$ cat src/rtl/figaro_collector.sv
// figaro_collector: TRNG entropy collector feeding the figaro bus wrapper.
// It synchronises the raw ring-oscillator bit and samples it every rate_q
// clocks. Samples are packed into 32-bit words, and each word is held with
// `ready` until it is consumed.
// Optional feature macro: FIGARO_HEALTH_EN. It adds a repetition-count
// health test that latches a sticky failure when the source looks stuck.
module figaro_collector #(
  parameter int unsigned RCT_CUTOFF   = 40,
  parameter logic [23:0] DEFAULT_RATE = 24'h001000
) (
  input  logic        clk,
  input  logic        reset_n,
  input  logic        noise,
  input  logic        read_entropy,
  input  logic        set_sample_rate,
  input  logic [23:0] sample_rate,
  output logic [31:0] entropy,
  output logic        ready,
  output logic        health_fail
);

  typedef enum logic [1:0] {
    ST_COLLECT = 2'd0,
    ST_FULL    = 2'd1,
    ST_FAIL    = 2'd2
  } state_e;

  logic        noise_meta_q;
  logic        noise_s_q;
  logic [23:0] rate_q;
  logic [23:0] rate_d;
  logic [23:0] rate_ctr_q;
  logic [5:0]  bit_ctr_q;
  logic [31:0] shift_q;
  logic [31:0] shift_d;
  logic [31:0] entropy_q;
  logic        ready_q;
  state_e      state_q;
  logic        sample_evt;
  logic        word_done;
  logic        rct_trip;

  // A requested period of zero would never wrap, so it runs at full rate.
  assign rate_d     = (sample_rate == 24'd0) ? 24'd1 : sample_rate;
  assign sample_evt = (state_q == ST_COLLECT) && (rate_ctr_q == rate_q - 24'd1);
  assign shift_d    = {shift_q[30:0], noise_s_q};
  assign word_done  = (bit_ctr_q == 6'd31);

  // Two-flop synchroniser for the asynchronous oscillator bit.
  always_ff @(posedge clk or negedge reset_n) begin
    if (!reset_n) begin
      noise_meta_q <= 1'b0;
      noise_s_q    <= 1'b0;
    end else begin
      // NOTE: non-blocking assignments make each flop capture its pre-edge
      // input; blocking ones would collapse the two stages into one.
      noise_meta_q <= noise;
      noise_s_q    <= noise_meta_q;
    end
  end

`ifdef FIGARO_HEALTH_EN
  logic [7:0] run_q;
  logic [7:0] run_d;
  logic       prev_q;
  logic       health_q;

  // Next run length: restart on the first sample or on a change, and saturate.
  always_comb begin
    // NOTE: default first, so every path assigns run_d and no latch is built.
    run_d = run_q;
    if (run_q == 8'd0 || noise_s_q != prev_q) begin
      run_d = 8'd1;
    end else if (run_q != 8'hFF) begin
      run_d = run_q + 8'd1;
    end
  end

  assign rct_trip = sample_evt && (run_d >= 8'(RCT_CUTOFF));

  // Repetition-count state. It only advances on sample events in COLLECT.
  always_ff @(posedge clk or negedge reset_n) begin
    if (!reset_n) begin
      run_q    <= 8'd0;
      prev_q   <= 1'b0;
      health_q <= 1'b0;
    end else if (set_sample_rate) begin
      run_q    <= 8'd0;
      prev_q   <= 1'b0;
      health_q <= 1'b0;
    end else if (sample_evt) begin
      run_q  <= run_d;
      prev_q <= noise_s_q;
      if (rct_trip) begin
        health_q <= 1'b1;
      end
    end
  end

  assign health_fail = health_q;
`else
  assign rct_trip    = 1'b0;
  assign health_fail = 1'b0;
`endif

  // Collection FSM with rate counter, shift register and registered outputs.
  always_ff @(posedge clk or negedge reset_n) begin
    if (!reset_n) begin
      rate_q     <= DEFAULT_RATE;
      rate_ctr_q <= 24'd0;
      bit_ctr_q  <= 6'd0;
      shift_q    <= 32'd0;
      entropy_q  <= 32'd0;
      ready_q    <= 1'b0;
      state_q    <= ST_COLLECT;
    end else if (set_sample_rate) begin
      // A rate change restarts the partial word. A held word survives
      // unless it is read in the same cycle.
      rate_q     <= rate_d;
      rate_ctr_q <= 24'd0;
      bit_ctr_q  <= 6'd0;
      shift_q    <= 32'd0;
      if (state_q == ST_FAIL) begin
        state_q <= ST_COLLECT;
      end else if (state_q == ST_FULL && read_entropy) begin
        ready_q <= 1'b0;
        state_q <= ST_COLLECT;
      end
    end else begin
      unique case (state_q)
        ST_COLLECT: begin
          rate_ctr_q <= sample_evt ? 24'd0 : rate_ctr_q + 24'd1;
          if (sample_evt) begin
            shift_q <= shift_d;
            if (rct_trip) begin
              bit_ctr_q <= 6'd0;
              state_q   <= ST_FAIL;
            end else if (word_done) begin
              entropy_q <= shift_d;
              ready_q   <= 1'b1;
              bit_ctr_q <= 6'd0;
              state_q   <= ST_FULL;
            end else begin
              bit_ctr_q <= bit_ctr_q + 6'd1;
            end
          end
        end
        ST_FULL: begin
          rate_ctr_q <= 24'd0;
          if (read_entropy) begin
            ready_q <= 1'b0;
            state_q <= ST_COLLECT;
          end
        end
        ST_FAIL: begin
          rate_ctr_q <= 24'd0;
        end
        default: begin
          state_q <= ST_COLLECT;
        end
      endcase
    end
  end

  assign entropy = entropy_q;
  assign ready   = ready_q;

endmodule

$ cat config.mk
export PLATFORM = sky130hd
export DESIGN_NAME = figaro_collector
export DESIGN_NICKNAME = d
export VERILOG_FILES = /design/src/rtl/figaro_collector.sv
export SDC_FILE = /design/constraint.sdc
export NUM_CORES = 1
export LEC_CHECK = 0
export CAP_MARGIN = 40
export CORE_MARGIN = 2
export CORE_UTILIZATION = 51
export DETAILED_ROUTE_END_ITERATION = 10
export GPL_TIMING_DRIVEN = 0
export PLACE_DENSITY_LB_ADDON = 0.1
export SYNTH_ARGS = -nofsm -noshare
export SYNTH_HDL_FRONTEND = slang
export SYNTH_SLANG_ARGS = --single-unit
$ cat constraint.sdc
create_clock -name clk -period 3.2 [get_ports clk]
set_input_delay 0.64 -clock clk [delete_from_list [all_inputs] [get_ports clk]]
set_output_delay 0.64 -clock clk [all_outputs]
set_load 0.01 [all_outputs]
## Word level (Yosys, flattened, before mapping)

Index checks and enable logic that the tools add are counted.
Widths: inputs -> output; s select.

| word-level totals | value |
|---|---|
| bits in registers | 122 |
| output and inout bits | 34 |
| input port bits | 29 |
| logic and storage cells | 62 |

| operators by class | value |
|---|---|
| reductions and logical operators | 13 |
| mux-type cells | 25 |
| equality and inequality tests | 11 |
| add/subtract/negate cells | 3 |
| bitwise operators | 1 |

Operator list:

| kind | number |
|---|---|
| $mux 31 | 3 |
| $mux 24 | 3 |
| $pmux 24 s2 | 1 |
| $add 24x1->24 const B | 1 |
| $eq 24x24->1 | 1 |
| $logic_not 24->1 | 1 |
| $mux 6 | 4 |
| $sub 24x1->24 const B | 1 |
| $mux 2 | 6 |
| $ne 3x3->1 const B | 3 |
| $add 6x1->6 const B | 1 |
| $eq 6x5->1 const B | 1 |
| $mux 1 | 6 |
| $pmux 2 s3 | 1 |
| $reduce_and 6->1 | 1 |
| $reduce_bool 3->1 | 2 |
| $reduce_and 5->1 | 1 |
| $ne 2x2->1 const B | 2 |
| $reduce_and 4->1 | 1 |
| $reduce_bool 2->1 | 2 |
| $ne 3x1->1 const B | 1 |
| $eq 2x1->1 const B | 1 |
| $eq 2x2->1 const B | 1 |
| $logic_and 1x1->1 | 2 |
| other kinds (6) | 6 |

## Longest topological paths before layout

| depth | value |
|---|---|
| depth in word-level cells | 6 |
| gate-level depth with buffers | 12 |
| mapped depth without buffers | 9 |

## Worst setup path after synthesis

No wires, ideal clock.

| timing | value |
|---|---|
| path type | register to register |
| start | reg rate_q[0] |
| end | reg entropy_q[10], in the netlist entropy[10] |
| stages on the path, launching flop included | 12 |
| path slack | 0.098 ns |
| arrival | 2.975 ns |
| period minus slack after synthesis | 3.102 ns |
| library setup time | 0.128 ns |
| cell sequence | dfrtp_1 inv_1 ha_1 or4b_1 buf_2 or4_1 a21oi_1 or3_1 nand4_2 nor3_4 buf_4 mux2_1 |

| between the ends | value |
|---|---|
| cells in the longest elaborated chain, start to end | 4 |

RTL lines:

| element | RTL line | text |
|---|---|---|
| start, declared | 30 | `logic [23:0] rate_q;` |
| start signal, assigned | 119 | `rate_q <= rate_d;` |
| $sub 24x1->24 | 45 | `assign sample_evt = (state_q == ST_COLLECT) && (rate_ctr_q == rate_q - 24'd1);` |
| $eq 24x24->1 | 45 |  |
| $logic_and 1x1->1 | 45 |  |
| $reduce_and 4->1 (no source line) | - |  |
| end signal, assigned | 139 | `entropy_q <= shift_d;` |
| end, declared | 36 | `logic [31:0] entropy_q;` |

No other way between the ends.
A chain may end at the register's enable or synchronous reset.

## Worst setup path after layout

| timing | value |
|---|---|
| start | reg rate_q[1] |
| end | reg entropy_q[21], in the netlist entropy[21] |

The elaborated chain is that of the path after synthesis.

==> qor_table.md <==
| Item | Value | Unit |
|:---|:---|:---|
| Most area-hungry cell type in the Yosys netlist | dfrtp_1 | - |
| Boundary Pins | 63 | - |
| Unrepaired setup endpoints after global routing | yes | - |
| Share of synthesized flip-flops with an asynchronous set or reset | 100 | % |
| Synthesized Nets | 562 | - |
| Hold-fix buffer count after cts | 0 | - |
| Post-synthesis compound-gate area fraction | 4.43 | % |
| Clock latency on the worst-skew pair | 0.41 | ns |
| Number of hold violations in the final report | 0 | - |
| Area enclosed by the die boundary | 12500 | um^2 |
| Inserted Clock Buffers | 17 | - |
| Maximum vdd ir drop | 440 | uV |
| Post-synthesis cell count | 530 | - |
| Number of storage elements in the synthesis netlist | 120 | - |
| Quantity of I/O buffers inserted on ports | 61 | - |
| Pre-antenna DRT Iters | 5 | - |
| Final period util | 100 | % |
| Library cells used by synthesis | 55 | - |
| Vias/cell | 5.67 | - |
| Worst Setup Path Type | reg -> reg | - |
| Gp weighted congestion | 0.867 | - |
| Post-detail-place hpwl | 9270 | um |
| Most used flip-flop cell after synthesis | dfrtp_1 | - |
| Final worst setup slack | 0.00142 | ns |
| Remaining antenna violation count | 0 | - |
| Depth of the CTS H-tree | 4 | - |
| Dominant combinational cell family by area after synthesis | simple AND/OR/NAND/NOR gates | - |
| MaxCap Viol Count | 0 | - |
| Maximum clock frequency | 313 | MHz |
| Setup violation total in the final timing report | 0 | - |
| Layout cell share with drive strength beyond 1 | 20.6 | % |
| Number of nets in the layout | 655 | - |
| Largest net degree at the start of global routing | 97 | - |
| Category of the worst setup path launch point | flop | - |
| Aggregate global-route resource usage | 22.9 | % |
| Critical Path Fanout Max | 8 | - |
| Simple-gate area share of the yosys netlist | 18.3 | % |
| Post-Route WL | 14000 | um |
| Die Y-Extent | 112 | um |
| Largest cells by area after synthesis | dfrtp_1 (50%), mux2_1 (5.7%), mux2i_1 (5.4%), mux2_2 (4.2%), xnor2_1 (4.0%) | - |
| WL/cell | 17.9 | um |
| Pleak | 3.28 | nW |
| DRC violation count after routing | 0 | - |
| Library cell with the highest instance count after synthesis | dfrtp_1 | - |
| Post-CTS clock slew at the launch and capture registers of the worst setup and hold paths | 0.06 | ns |
| Number of global-route vias before repair | 4607 | - |
| Antenna diodes | 0 | - |
| Arrival time of the worst setup path | 3.49 | ns |
| Violation count after the first detailed-routing iteration | 228 | - |
| Worst hold path class | in -> async | - |
| Slew of the pin with the lowest slew margin | 0.751 | ns |
| Sink Count | 120 | - |
| Antenna violations before repair | 0 | - |
| Relative slew slack | 49.9 | % |
| Ys Warns | 0 | - |
| Final Critical Period | 3.20 | ns |
| Multiplexer fraction of the synthesized cell area | 15.3 | % |
| Ratio of total power to cell area | 494 | nW/um^2 |
| Via total after detailed routing | 4417 | - |
| Placement row count | 39 | - |
| EDFF count, synth | 0 | - |
| Layout area overhead | 30.6 | % |
| Post-Synthesis Cell Area | 5930 | um^2 |
| Share of Yosys cell area claimed by the top area cell type | 50.2 | % |
| Horizontal extent of the die | 112 | um |
| Core Footprint | 11400 | um^2 |
| Worst hold margin | 0.0853 | ns |
| Post-synthesis share of cell area spent on xor and xnor gates | 7.68 | % |
| Average cell area after synthesis | 11.2 | um^2 |
| Number of pins exceeding their max-slew limit in the final report | 0 | - |
| Root Buffer | clkbuf_16 | - |
| Part of the Yosys area used for sequential elements | 50.7 | % |
| Overflow left after global routing | 0 | - |
| Top post-synthesis cells by count | dfrtp_1 (119), nand2_1 (43), nor3_1 (35) | - |
| Setup clock skew after layout | 0.00748 | ns |
| Starting density of the core | 52.1 | % |
| Pre-CTS setup slack | -0.492 | ns |
| Adder and majority gate portion of the synthesized area | 0.633 | % |
| Endpoint required time on the critical path | 3.49 | ns |
| Clock tree from TritonCTS | yes | - |
| Run status | finished, final reports clean | - |
| Maximum clock path buffer count | 2 | - |
| Sum of internal, switching and leakage power | 3.82 | mW |
| Global-route wire length before repair | 22900 | um |
| Nature of the critical path endpoint | flop | - |
[timing repair]
item	CTS	global route
setup buffers	10	3
endpoints found under the setup margin	94	89
gates resized for setup	27	38
cloned	0	2
pin swaps	7	8
[layout by cell type, fill, tap and decap left out, drive strengths merged, types with 3 or more instances in the layout]
| master | Yosys | layout |
|---|---|---|
| or4 | 4 | 4 |
| mux2i | 32 | 32 |
| or2 | 5 | 5 |
| nor4 | 15 | 15 |
| clkinv | 0 | 5 |
| xnor2 | 27 | 27 |
| clkinvlp | 0 | 3 |
| o21ai | 14 | 14 |
| inv | 8 | 11 |
| nor3b | 3 | 3 |
| nor2 | 15 | 15 |
| nand2 | 43 | 43 |
| or3 | 6 | 6 |
| clkbuf | 18 | 38 |
| nand4 | 12 | 12 |
| dfrtp | 119 | 119 |
| o31ai | 5 | 5 |
| xor2 | 25 | 25 |
| nand2b | 13 | 13 |
| and4 | 4 | 4 |
| and3 | 5 | 5 |
| a21oi | 3 | 3 |
| buf | 12 | 25 |
| mux2 | 52 | 52 |
| nand3 | 15 | 15 |
| o311ai | 3 | 3 |
| nor2b | 7 | 7 |
| a211oi | 3 | 3 |
| nor3 | 36 | 36 |
| ha | 3 | 3 |
| clkdlybuf4s50 | 0 | 60 |
[per-stage QoR]
| step | util, % | TNS (ns) | cells | cell area [um^2] |
|---|---|---|---|---|
| after global routing | 68.1 | -2.44 | 779 | 7740 |
| after floorplan | - | 0 | 530 | 5930 |
| after CTS | 66.4 | -0.0164 | 776 | 7550 |
| after global placement | 59.1 | -405.16 | 734 | 6720 |
| after detailed placement | 59.3 | -31.78 | 735 | 6750 |
| final | 68.1 | 0 | 779 | 7740 |
[state kept, by name (all words and copies together) (netlist names)]
signal	count
entropy	32
noise_meta_q	1
rate_q	24
bit_ctr_q	6
shift_q	31
ready	1
noise_s_q	1
rate_ctr_q	24
[layout make-up]
class | count | area (um^2)
well taps | 143 | 179
repair buffers | 77 | 781
flip-flops and latches | 120 | 3010
fillers | 881 | 3630
inverters | 8 | 30.0
clock inverters | 13 | 145
plain buffers | 27 | 173
multi-input cells | 372 | 2970
clock buffers | 19 | 453
[worst max-delay path: stages (launching register included)]
cell	delay [ns]
dfrtp_2	0.41
inv_2	0.09
ha_4	0.16
or4b_4	0.47
buf_8	0.16
or4_4	0.48
a21oi_2	0.13
or3_4	0.14
nand4_4	0.14
nor3_4	0.25
buf_6	0.16
buf_4	0.16
mux2_1	0.32
[per-layer routing]
layer  GRT usage, %  up-vias  part of all wire [%]
met1           29.1     2192                    43
met2           38.1      113                    51
li1               -     2088                     -
met4           8.23        0                   2.1
met5              0        -                     0
met3           6.15       24                   3.9
[kinds of logic after synthesis]
logic type | count (synthesis)
and+or+nand+nor | 193
muxes | 84
DFF | 120
AOI/OAI and AO/OA | 39
adders and majority gates | 3
buffers and inverters | 38
other | 1
xor gates and xnor gates | 52
[path summary, 6_finish.rpt]
kind,slack (ns),to,cells past startpoint,start
max,0.001,entropy[21],12,rate_q[1]
min,0.09,rate_q[20],1,reset_n
max reg2reg,0.001,entropy[21],12,rate_q[1]
min reg2reg,0.35,noise_s_q,0,noise_meta_q
max in group asynchronous,2.37,rate_q[0],2,reset_n
min in group clk,0.35,noise_s_q,0,noise_meta_q
[power breakdown]
| part | total (mW) | switching [mW] | internal (mW) |
|---|---|---|---|
| Clock | 1.90 | 0.708 | 1.19 |
| Combinational | 0.318 | 0.174 | 0.144 |
| Sequential | 1.60 | 0.0493 | 1.55 |
Note: power is estimated with default switching activity, not from simulation.
